## src/rtl/adder_pkg.sv

```systemverilog
// Shared constants and helpers for the carry-chunked pipelined adder.
package adder_pkg;

  localparam int DEFAULT_WIDTH = 32;
  localparam int DEFAULT_CHUNK = 8;

  // Two's-complement overflow: carry into the sign bit disagrees with carry out of it.
  function automatic logic signed_ovf(input logic c_into_msb, input logic c_out_msb);
    return c_into_msb ^ c_out_msb;
  endfunction

endpackage

```

## src/rtl/adder_chunk.sv

```systemverilog
// Combinational W-bit adder slice with carry-in; also exposes the carry into its MSB
// so the top slice can derive signed overflow.
module adder_chunk #(
  parameter int W = 8
) (
  input  logic [W-1:0] a,
  input  logic [W-1:0] b,
  input  logic         cin,
  output logic [W-1:0] sum,
  output logic         cout,
  output logic         c_msb
);

  logic [W:0] full_s;

  // Whole-slice add; the carry into the MSB is recovered from the MSB sum bit.
  always_comb begin
    full_s = {1'b0, a} + {1'b0, b} + {{W{1'b0}}, cin};
    sum    = full_s[W-1:0];
    cout   = full_s[W];
    c_msb  = a[W-1] ^ b[W-1] ^ full_s[W-1];
  end

endmodule

```

## src/rtl/pipelined_adder_nbits.sv

```systemverilog
// WIDTH-bit adder summing CHUNK bits per pipeline stage with a valid/ready handshake.
// Each intermediate stage carries the finished low sum bits, the not-yet-added upper
// operand bits and the 1-bit carry; the final stage produces sum, cout and ovf.
module pipelined_adder_nbits
  import adder_pkg::*;
#(
  parameter int WIDTH = DEFAULT_WIDTH,
  parameter int CHUNK = DEFAULT_CHUNK
) (
  input  logic             clk,
  input  logic             rst,
  input  logic [WIDTH-1:0] s0,
  input  logic [WIDTH-1:0] s1,
  input  logic             cin,
  input  logic             valid_in,
  output logic             ready_in,
  output logic [WIDTH-1:0] sum,
  output logic             cout,
  output logic             ovf,
  output logic             valid_out,
  input  logic             ready_out
);

  localparam int STAGES = WIDTH / CHUNK;

  if ((WIDTH % CHUNK) != 0) begin : g_param_check
    $error("pipelined_adder_nbits: WIDTH must be a multiple of CHUNK");
  end

  // Final stage record: this register drives the outputs directly.
  typedef struct packed {
    logic [WIDTH-1:0] sum;
    logic             cout;
    logic             ovf;
    logic             valid;
  } out_rec_t;

  out_rec_t out_r;
  out_rec_t out_d;

  logic advance_s;
  logic accept_s;

  // Global stall: every stage moves only when the output slot is empty or being drained.
  always_comb begin
    advance_s = !out_r.valid || ready_out;
    accept_s  = valid_in && advance_s;
  end

  assign ready_in = advance_s;

  // Intermediate stages 1..STAGES-1; stage i+1 holds LO finished sum bits.
  for (genvar i = 0; i < STAGES - 1; i++) begin : g_mid
    localparam int LO = (i + 1) * CHUNK;
    localparam int UW = WIDTH - LO;

    typedef struct packed {
      logic [LO-1:0] sum;
      logic [UW-1:0] a;
      logic [UW-1:0] b;
      logic          carry;
      logic          valid;
    } stage_rec_t;

    stage_rec_t       rec_r;
    stage_rec_t       rec_d;
    logic [CHUNK-1:0] ca_s;
    logic [CHUNK-1:0] cb_s;
    logic [CHUNK-1:0] csum_s;
    logic             cc_s;
    logic             cv_s;
    logic             ccout_s;
    logic             unused_cmsb_s;
    logic [UW-1:0]    ua_s;
    logic [UW-1:0]    ub_s;
    logic [LO-1:0]    psum_s;

    if (i == 0) begin : g_src
      // First stage takes its chunk straight from the input ports.
      always_comb begin
        ca_s   = s0[CHUNK-1:0];
        cb_s   = s1[CHUNK-1:0];
        cc_s   = cin;
        cv_s   = accept_s;
        ua_s   = s0[WIDTH-1:CHUNK];
        ub_s   = s1[WIDTH-1:CHUNK];
        psum_s = csum_s;
      end
    end else begin : g_src
      // Later stages take the lowest pending chunk of the previous stage's operands.
      always_comb begin
        ca_s   = g_mid[i-1].rec_r.a[CHUNK-1:0];
        cb_s   = g_mid[i-1].rec_r.b[CHUNK-1:0];
        cc_s   = g_mid[i-1].rec_r.carry;
        cv_s   = g_mid[i-1].rec_r.valid;
        ua_s   = g_mid[i-1].rec_r.a[UW+CHUNK-1:CHUNK];
        ub_s   = g_mid[i-1].rec_r.b[UW+CHUNK-1:CHUNK];
        psum_s = {csum_s, g_mid[i-1].rec_r.sum};
      end
    end

    adder_chunk #(.W(CHUNK)) u_chunk (
      .a    (ca_s),
      .b    (cb_s),
      .cin  (cc_s),
      .sum  (csum_s),
      .cout (ccout_s),
      .c_msb(unused_cmsb_s)
    );

    // Assemble the next record for this stage.
    always_comb begin
      rec_d.sum   = psum_s;
      rec_d.a     = ua_s;
      rec_d.b     = ub_s;
      rec_d.carry = ccout_s;
      rec_d.valid = cv_s;
    end

    // Stage register: cleared by reset, frozen while the pipe is stalled.
    always_ff @(posedge clk or posedge rst) begin
      if (rst) begin
        rec_r <= '0;
      end else if (advance_s) begin
        rec_r <= rec_d;
      end
    end
  end

  logic [CHUNK-1:0] fin_a_s;
  logic [CHUNK-1:0] fin_b_s;
  logic [CHUNK-1:0] fin_sum_s;
  logic             fin_cin_s;
  logic             fin_v_s;
  logic             fin_cout_s;
  logic             fin_cmsb_s;
  logic [WIDTH-1:0] fin_full_s;

  if (STAGES == 1) begin : g_fin_src
    // Single-stage build: the final slice is the whole adder, fed from the ports.
    always_comb begin
      fin_a_s    = s0[CHUNK-1:0];
      fin_b_s    = s1[CHUNK-1:0];
      fin_cin_s  = cin;
      fin_v_s    = accept_s;
      fin_full_s = fin_sum_s;
    end
  end else begin : g_fin_src
    // Final slice consumes the last pending chunk and completes the sum.
    always_comb begin
      fin_a_s    = g_mid[STAGES-2].rec_r.a;
      fin_b_s    = g_mid[STAGES-2].rec_r.b;
      fin_cin_s  = g_mid[STAGES-2].rec_r.carry;
      fin_v_s    = g_mid[STAGES-2].rec_r.valid;
      fin_full_s = {fin_sum_s, g_mid[STAGES-2].rec_r.sum};
    end
  end

  adder_chunk #(.W(CHUNK)) u_fin_chunk (
    .a    (fin_a_s),
    .b    (fin_b_s),
    .cin  (fin_cin_s),
    .sum  (fin_sum_s),
    .cout (fin_cout_s),
    .c_msb(fin_cmsb_s)
  );

  // Final record: carry out and signed overflow come from the top slice.
  always_comb begin
    out_d.sum   = fin_full_s;
    out_d.cout  = fin_cout_s;
    out_d.ovf   = signed_ovf(fin_cmsb_s, fin_cout_s);
    out_d.valid = fin_v_s;
  end

  // Output register: reset forces sum/cout/ovf/valid to zero.
  always_ff @(posedge clk or posedge rst) begin
    if (rst) begin
      out_r <= '0;
    end else if (advance_s) begin
      out_r <= out_d;
    end
  end

  assign sum       = out_r.sum;
  assign cout      = out_r.cout;
  assign ovf       = out_r.ovf;
  assign valid_out = out_r.valid;

endmodule
```

## config.mk

```make
export PLATFORM = sky130hd
export DESIGN_NAME = pipelined_adder_nbits
export DESIGN_NICKNAME = d
export VERILOG_FILES = /design/src/rtl/adder_pkg.sv /design/src/rtl/adder_chunk.sv /design/src/rtl/pipelined_adder_nbits.sv
export SDC_FILE = /design/constraint.sdc
export NUM_CORES = 1
export LEC_CHECK = 0
export CORE_MARGIN = 2
export CORE_UTILIZATION = 59
export DETAILED_ROUTE_END_ITERATION = 8
export GPL_TIMING_DRIVEN = 1
export PLACE_DENSITY = 0.93
export SLEW_MARGIN = 20
export SYNTH_ARGS = -nofsm -noshare
export SYNTH_HDL_FRONTEND = slang
export SYNTH_SLANG_ARGS = --single-unit
export TNS_END_PERCENT = 30
```

## constraint.sdc

```tcl
create_clock -name clk -period 11.1 [get_ports clk]
set_clock_uncertainty 0.15 [all_clocks]
set_input_delay 2.22 -clock clk [delete_from_list [all_inputs] [get_ports clk]]
set_output_delay 2.22 -clock clk [all_outputs]
set_load 0.01 [all_outputs]
```

==> impl_metrics.toml, run 1 <==
[run_status]
outcome = "complete, no violations"

[global_routing]
grtUsageMet1 = 0.349
grt_pass1_vias = 6442
grt_max_degree = 117
grt_pass1_wl_mm = 31.2
antenna_found_initial = 0
grt-ovfl-total = 0
grt_use_met3 = 0.0675
grt_use_total = 0.276
grt.busiest_layer = "met2"
grtUsageMet2 = 0.462

[routing]
routed_via_density = 5.49
drt_iter0_markers = 719
avgRoutedWirePerCell_microns = 16.0
first_pass_iters = 6
totalWireLength_mm = 18.7
post-route-drc-count = 0
postRouteAntennaNets = 0
vias = 6437

[clock_network]
cts_root_buf = "clkbuf_16"
post_cts_resized = 0
cts.sinks = 185
cts_setup_buffers = 0
cts_tree = "built"
clk_pin_slew_worst_paths_ns = 0.07
numCtsBuffers = 17
htreeDepth = 4
cts.path.max_buffers = 2
ctsHoldBuffers = 0
clock_latency_ns = 0.43

[worst_hold_path]
hold_depth = 2
hold_class = "reg -> reg"

[final_layout]
fin_nets = 1088
n_antenna_cell = 0
final_common_cell = "nand2_1"
utilization = 0.733
layout_common_cells = "481 x nand2_1, 185 x dfrtp_1, 104 x clkdlybuf4s50_1"
area_growth_pct = 21.2
fill_cells = 830
stdcell_count = 1172
drive_gt1_frac = 0.0482

[floorplanning]
io_pins = 105
die_area_sq_um = 14600
placementRows = 42
design.core.area_sq_um = 13300
dieWidth_microns = 121
start_util = 0.605
dieHeight_microns = 121

[sta]
fmax_mhz = 145
fin_ws_ns = 4.22
slew_violations = 0
finalCritPeriodShare = 0.620
period_minus_slack_ns = 6.88
relSlewSlack = 0.369
setup_tns_ns = 0
setup_viol = 0
rsz0062_at_grt = "no"
hold_viol_final = 0
worst_pin_slew_ns = 0.946

[synthesis]
syn_area_sq_um = 8050
synth_area_leader_cell = "dfrtp_1"
ys_types = 27
yosys_warnings = 0
synth.area.top_cells = "dfrtp_1 58%, nand2_1 22%, ha_1 4.4%"
syn_area_per_cell_sq_um = 8.97
ys_ff_latch = 185
synth_nets = 1002
synthCells = 897
yosysSeqAreaShare = 0.575
synth_top_cell_area_share = 0.575

[setup_path]
endpoint_kind = "output port"
critPathKind = "in -> out"
crit_buf_inv = 4
crit_cells = 5
cp_data_arrival_time_ns = 4.51
crit_path_start_kind = "input port"
cp_max_fo = 88
crit_path_frequent_cell = "clkdlybuf4s50_1"
crit_slowest_cell = "buf_4"
cpPeakStageDelay_ns = 0.70
reg2reg_depth = 8
crit_family = "buffers and inverters"
cp_cell_sequence = "clkdlybuf4s50_1 -> nor2b_4 -> buf_4 -> inv_6 -> clkdlybuf4s50_1"
cp_data_required_time_ns = 8.73

[power]
pwr_density_cell_nw_per_um2 = 295
finalPower_w = 0.00287
intPower_w = 0.00177
leakage_nw = 4.97
peakVddDrop_uv = 194
p_switching_w = 0.00110
switching_share = 0.384
clkPwrFrac = 0.207
pwr-share-comb = 0.389
pwr-share-seq = 0.404

[place]
io_buffers = 104
place.gp.congestion = 0.808
numPlacedInstances = 1140
dp_hpwl_mm = 11.0
place_ws_ns = 4.26

[flow_run]
drv_cap = 0
==> worst paths after layout <==
check / start / endpoint / slack (ns)
setup / recovery: ready_out / ready_in / 4.22
hold / removal: sum[5]$_DFFE_PP0N_ / sum[5]$_DFFE_PP0N_ / 0.32
setup reg to reg: fin_a_s[0]$_DFFE_PP0N_ / ovf$_DFFE_PP0N_ / 8.33
hold reg to reg: sum[5]$_DFFE_PP0N_ / sum[5]$_DFFE_PP0N_ / 0.32
max in group asynchronous: rst / g_mid[0].rec_r[42]$_DFFE_PP0N_ / 7.17
min in group asynchronous: rst / g_mid[1].cc_s$_DFFE_PP0N_ / 2.15
==> cells by family (layout without fill, tap and decap cells) <==
| family | Yosys count | in the layout | synth area share |
|---|---|---|---|
| buf+inv | 54 | 153 | 0.0291 |
| simple gates | 525 | 525 | 0.250 |
| fa+ha+maj | 36 | 36 | 0.0635 |
| flops | 185 | 185 | 0.575 |
| xor+xnor | 22 | 22 | 0.0240 |
| compound gates | 75 | 75 | 0.0585 |
==> cell type report <==
type                    count  area [sq um]  share of cell area
clock inverters            15           151              0.0155
inverters                  13          61.3             0.00629
multi-input cells         658          3190               0.327
flip-flops and latches    185          4630               0.475
well taps                 176           220              0.0226
repair buffers            108          1070               0.110
clock buffers              17           425              0.0436
==> cells in the mapped netlist <==
library cell	instances
xor2_1	8
o22ai_1	1
inv_2	1
nor3_1	6
xnor2_1	14
a21o_1	8
fa_1	8
o21ai_2	1
o31ai_1	3
nand2b_1	2
a21oi_1	16
clkbuf_1	16
ha_1	28
a211oi_1	3
nand2_1	481
nor2b_1	3
and3b_1	3
dfrtp_1	185
inv_1	12
buf_2	25
o21ai_1	8
a31oi_1	6
o21ai_0	14
nand3_1	2
nor2_1	28
o21bai_1	7
a21oi_2	8
==> state kept, by name, indices dropped and copies added, names as in the netlist <==
signal       cells
g_mid.rec_r    104
sum             32
fin_full_s      24
fin_a_s          8
fin_b_s          8
g_mid.cc_s       2
g_mid.cv_s       2
cout             1
fin_cin_s        1
fin_v_s          1
ovf              1
valid_out        1
==> stage by stage <==
stage | area [sq um] | hold WS (ns)
after global routing | 9750 | 0.340
final | 9750 | 0.316
after global placement | 9170 | 0.294
after floorplan | 8050 | 0.280
after detailed placement | 9170 | 0.305
after CTS | 9750 | 0.320
==> layer usage <==
| metal | wire length, microns | vias to the layer above |
|---|---|---|
| met4 | 572 | 0 |
| met5 | 0 | - |
| li1 | - | 2981 |
| met1 | 7360 | 3109 |
| met3 | 1250 | 59 |
| met2 | 9510 | 288 |
==> power groups by stage <==
stage / clock (W) / combinational, W / sequential, W
2_1_floorplan: 0 / 0.000709 / 0.00114
3_3_place_gp: 0 / 0.000992 / 0.00114
3_5_place_dp: 0 / 0.00105 / 0.00115
4_1_cts: 0.000593 / 0.00111 / 0.00116
5_1_grt: 0.000627 / 0.00124 / 0.00119
6_report: 0.000596 / 0.00112 / 0.00116
==> tightest hold or removal path, cell delays in order (launching register included) <==
cell and delay (ns):
dfrtp_1 0.34, nand2_1 0.05, nand2_1 0.05
Note: power is estimated with default switching activity, not from simulation.
==> inputs of run 2 (changes only) <==
Settings changed: CORE_UTILIZATION 59 to 55, PLACE_DENSITY 0.93 to 0.88.
Clock period 11.1 ns to 6.6 ns, I/O delays scaled along.
==> run 2 against run 1 <==
Final cell count increased by 0.77%. Critical path depth decreased by 1. Die area increased by 7.0%. Non-clock buffer count increased by 1. Final area about the same. Largest cell class unchanged. Largest power group unchanged.
==> impl_metrics.toml, run 2 (same netlist as run 1, synthesis figures left out) <==
[worst_hold_path]
hold_depth = 2
hold_class = "reg -> reg"
hold_path.startpoint = "sum[13]$_DFFE_PP0N_"
min_to = "sum[13]$_DFFE_PP0N_"

[sta]
fin_ws_ns = 1.95
finalCritPeriodShare = 0.704
relSlewSlack = 0.355
setup_viol = 0
slew_violations = 0
hold_viol_final = 0
worst_pin_slew_ns = 0.967
period_minus_slack_ns = 4.65
setup_tns_ns = 0
fmax_mhz = 215
rsz0062_at_grt = "no"

[final_layout]
fin_nets = 1089
layout_common_cells = "481 x nand2_1, 185 x dfrtp_1, 104 x clkdlybuf4s50_1"
area_growth_pct = 21.1
largest_register = "g_mid.rec_r"
fill_cells = 1077
largest_register_ffs = 104
final_common_cell = "nand2_1"
n_antenna_cell = 0
drive_gt1_frac = 0.0491
stdcell_count = 1181
multi_input_area_sq_um = 3190
seqCellArea_sq_um = 4630
utilization = 0.676

[run_status]
outcome = "complete, no violations"

[setup_path]
crit_path_start_kind = "input port"
r2r_slack_ns = 3.85
cp_max_fo = 82
rr_startpoint = "g_mid[2].cc_s$_DFFE_PP0N_"
endpoint_kind = "output port"
crit_path_frequent_cell = "clkdlybuf4s50_1"
reg2reg_depth = 8
cp_data_arrival_time_ns = 3.18
cpPeakStageDelay_ns = 0.67
critPathKind = "in -> out"
rr_endpoint = "fin_cin_s$_DFFE_PP0N_"
cp_cell_sequence = "clkdlybuf4s50_1 -> nor2b_4 -> inv_4 -> clkdlybuf4s50_1"
crit_slowest_cell = "clkdlybuf4s50_1"
cp_data_required_time_ns = 5.13

[clock_network]
cts.path.max_buffers = 2
cts_root_buf = "clkbuf_16"
numCtsBuffers = 17
post_cts_resized = 0
ctsHoldBuffers = 0
cts_setup_buffers = 0
cts_tree = "built"
clk_pin_slew_worst_paths_ns = 0.06
clock_latency_ns = 0.43
htreeDepth = 4
cts.sinks = 185

[power]
switching_share = 0.382
pwr-share-comb = 0.388
clkPwrFrac = 0.203
pwr-share-seq = 0.408
pwr_density_cell_nw_per_um2 = 484
leakage_nw = 4.96
peakVddDrop_uv = 219
p_switching_w = 0.00180
intPower_w = 0.00291

[floorplanning]
die_area_sq_um = 15600
placementRows = 44
start_util = 0.558
dieWidth_microns = 125
dieHeight_microns = 125
io_pins = 105
design.core.area_sq_um = 14400

[place]
dp_hpwl_mm = 10.4
io_buffers = 104
place_ws_ns = 2.02
numPlacedInstances = 1149
place.gp.congestion = 0.829

[routing]
post-route-drc-count = 0
vias = 6141
routed_via_density = 5.20
avgRoutedWirePerCell_microns = 14.6
drt_iter0_markers = 569
postRouteAntennaNets = 0
totalWireLength_mm = 17.2
first_pass_iters = 8

[global_routing]
grt_pass1_wl_mm = 29.6
antenna_found_initial = 0
grt_use_total = 0.237
grt_max_degree = 103
grt_pass1_vias = 6232
grt-ovfl-total = 0

[flow_run]
drv_cap = 0
-- run 2: how the worst max path moves through the flow --
stage                   start          endpoint  slack (ns)  cells after the start
floorplan                 rst  cout$_DFFE_PP0N_        0.10                      1
global placement    ready_out          ready_in        2.02                      4
detailed placement  ready_out          ready_in        2.02                      4
CTS                 ready_out          ready_in        1.98                      4
global route        ready_out          ready_in        1.87                      4
finish              ready_out          ready_in        1.95                      4
-- run 2: metrics by stage --
stage	total power, W	instance area [sq um]	hold WS [ns]
global route	0.00507	9740	0.331
finish	0.00472	9740	0.314
CTS	0.00474	9740	0.321
detailed placement	0.00369	9180	0.305
global placement	0.00359	9180	0.293
floorplan	0.00310	8050	0.280
-- run 2: critical path: cells and delay by family --
family / cells / cell delay, ns
buffers and inverters: 3 / 1.74
and+or+nand+nor: 1 / 0.07
-- run 2: area by class of cell --
| class | instances | share of cell area |
|---|---|---|
| sequential | 185 | 0.475 |
| multi-input combinational | 658 | 0.327 |
| timing repair buffer | 109 | 0.111 |
| clock buffer | 17 | 0.0437 |
| tap | 184 | 0.0236 |
| clock inverter | 15 | 0.0139 |
| inverter | 13 | 0.00578 |
-- run 2: routing by layer --
metal / vias up / track usage / wire [microns]
met5: - / 0 / 0
met4: 0 / 0.0804 / 413
met3: 31 / 0.0556 / 875
met2: 188 / 0.397 / 8700
met1: 2933 / 0.308 / 7240
li1: 2989 / - / -
-- run 2: power groups by stage --
stage	sequential [W]	clock (W)	combinational (W)
2_1_floorplan	0.00191	0	0.00119
3_3_place_gp	0.00191	0	0.00168
3_5_place_dp	0.00193	0	0.00176
4_1_cts	0.00192	0.000972	0.00184
5_1_grt	0.00198	0.00102	0.00206
6_report	0.00193	0.000959	0.00183
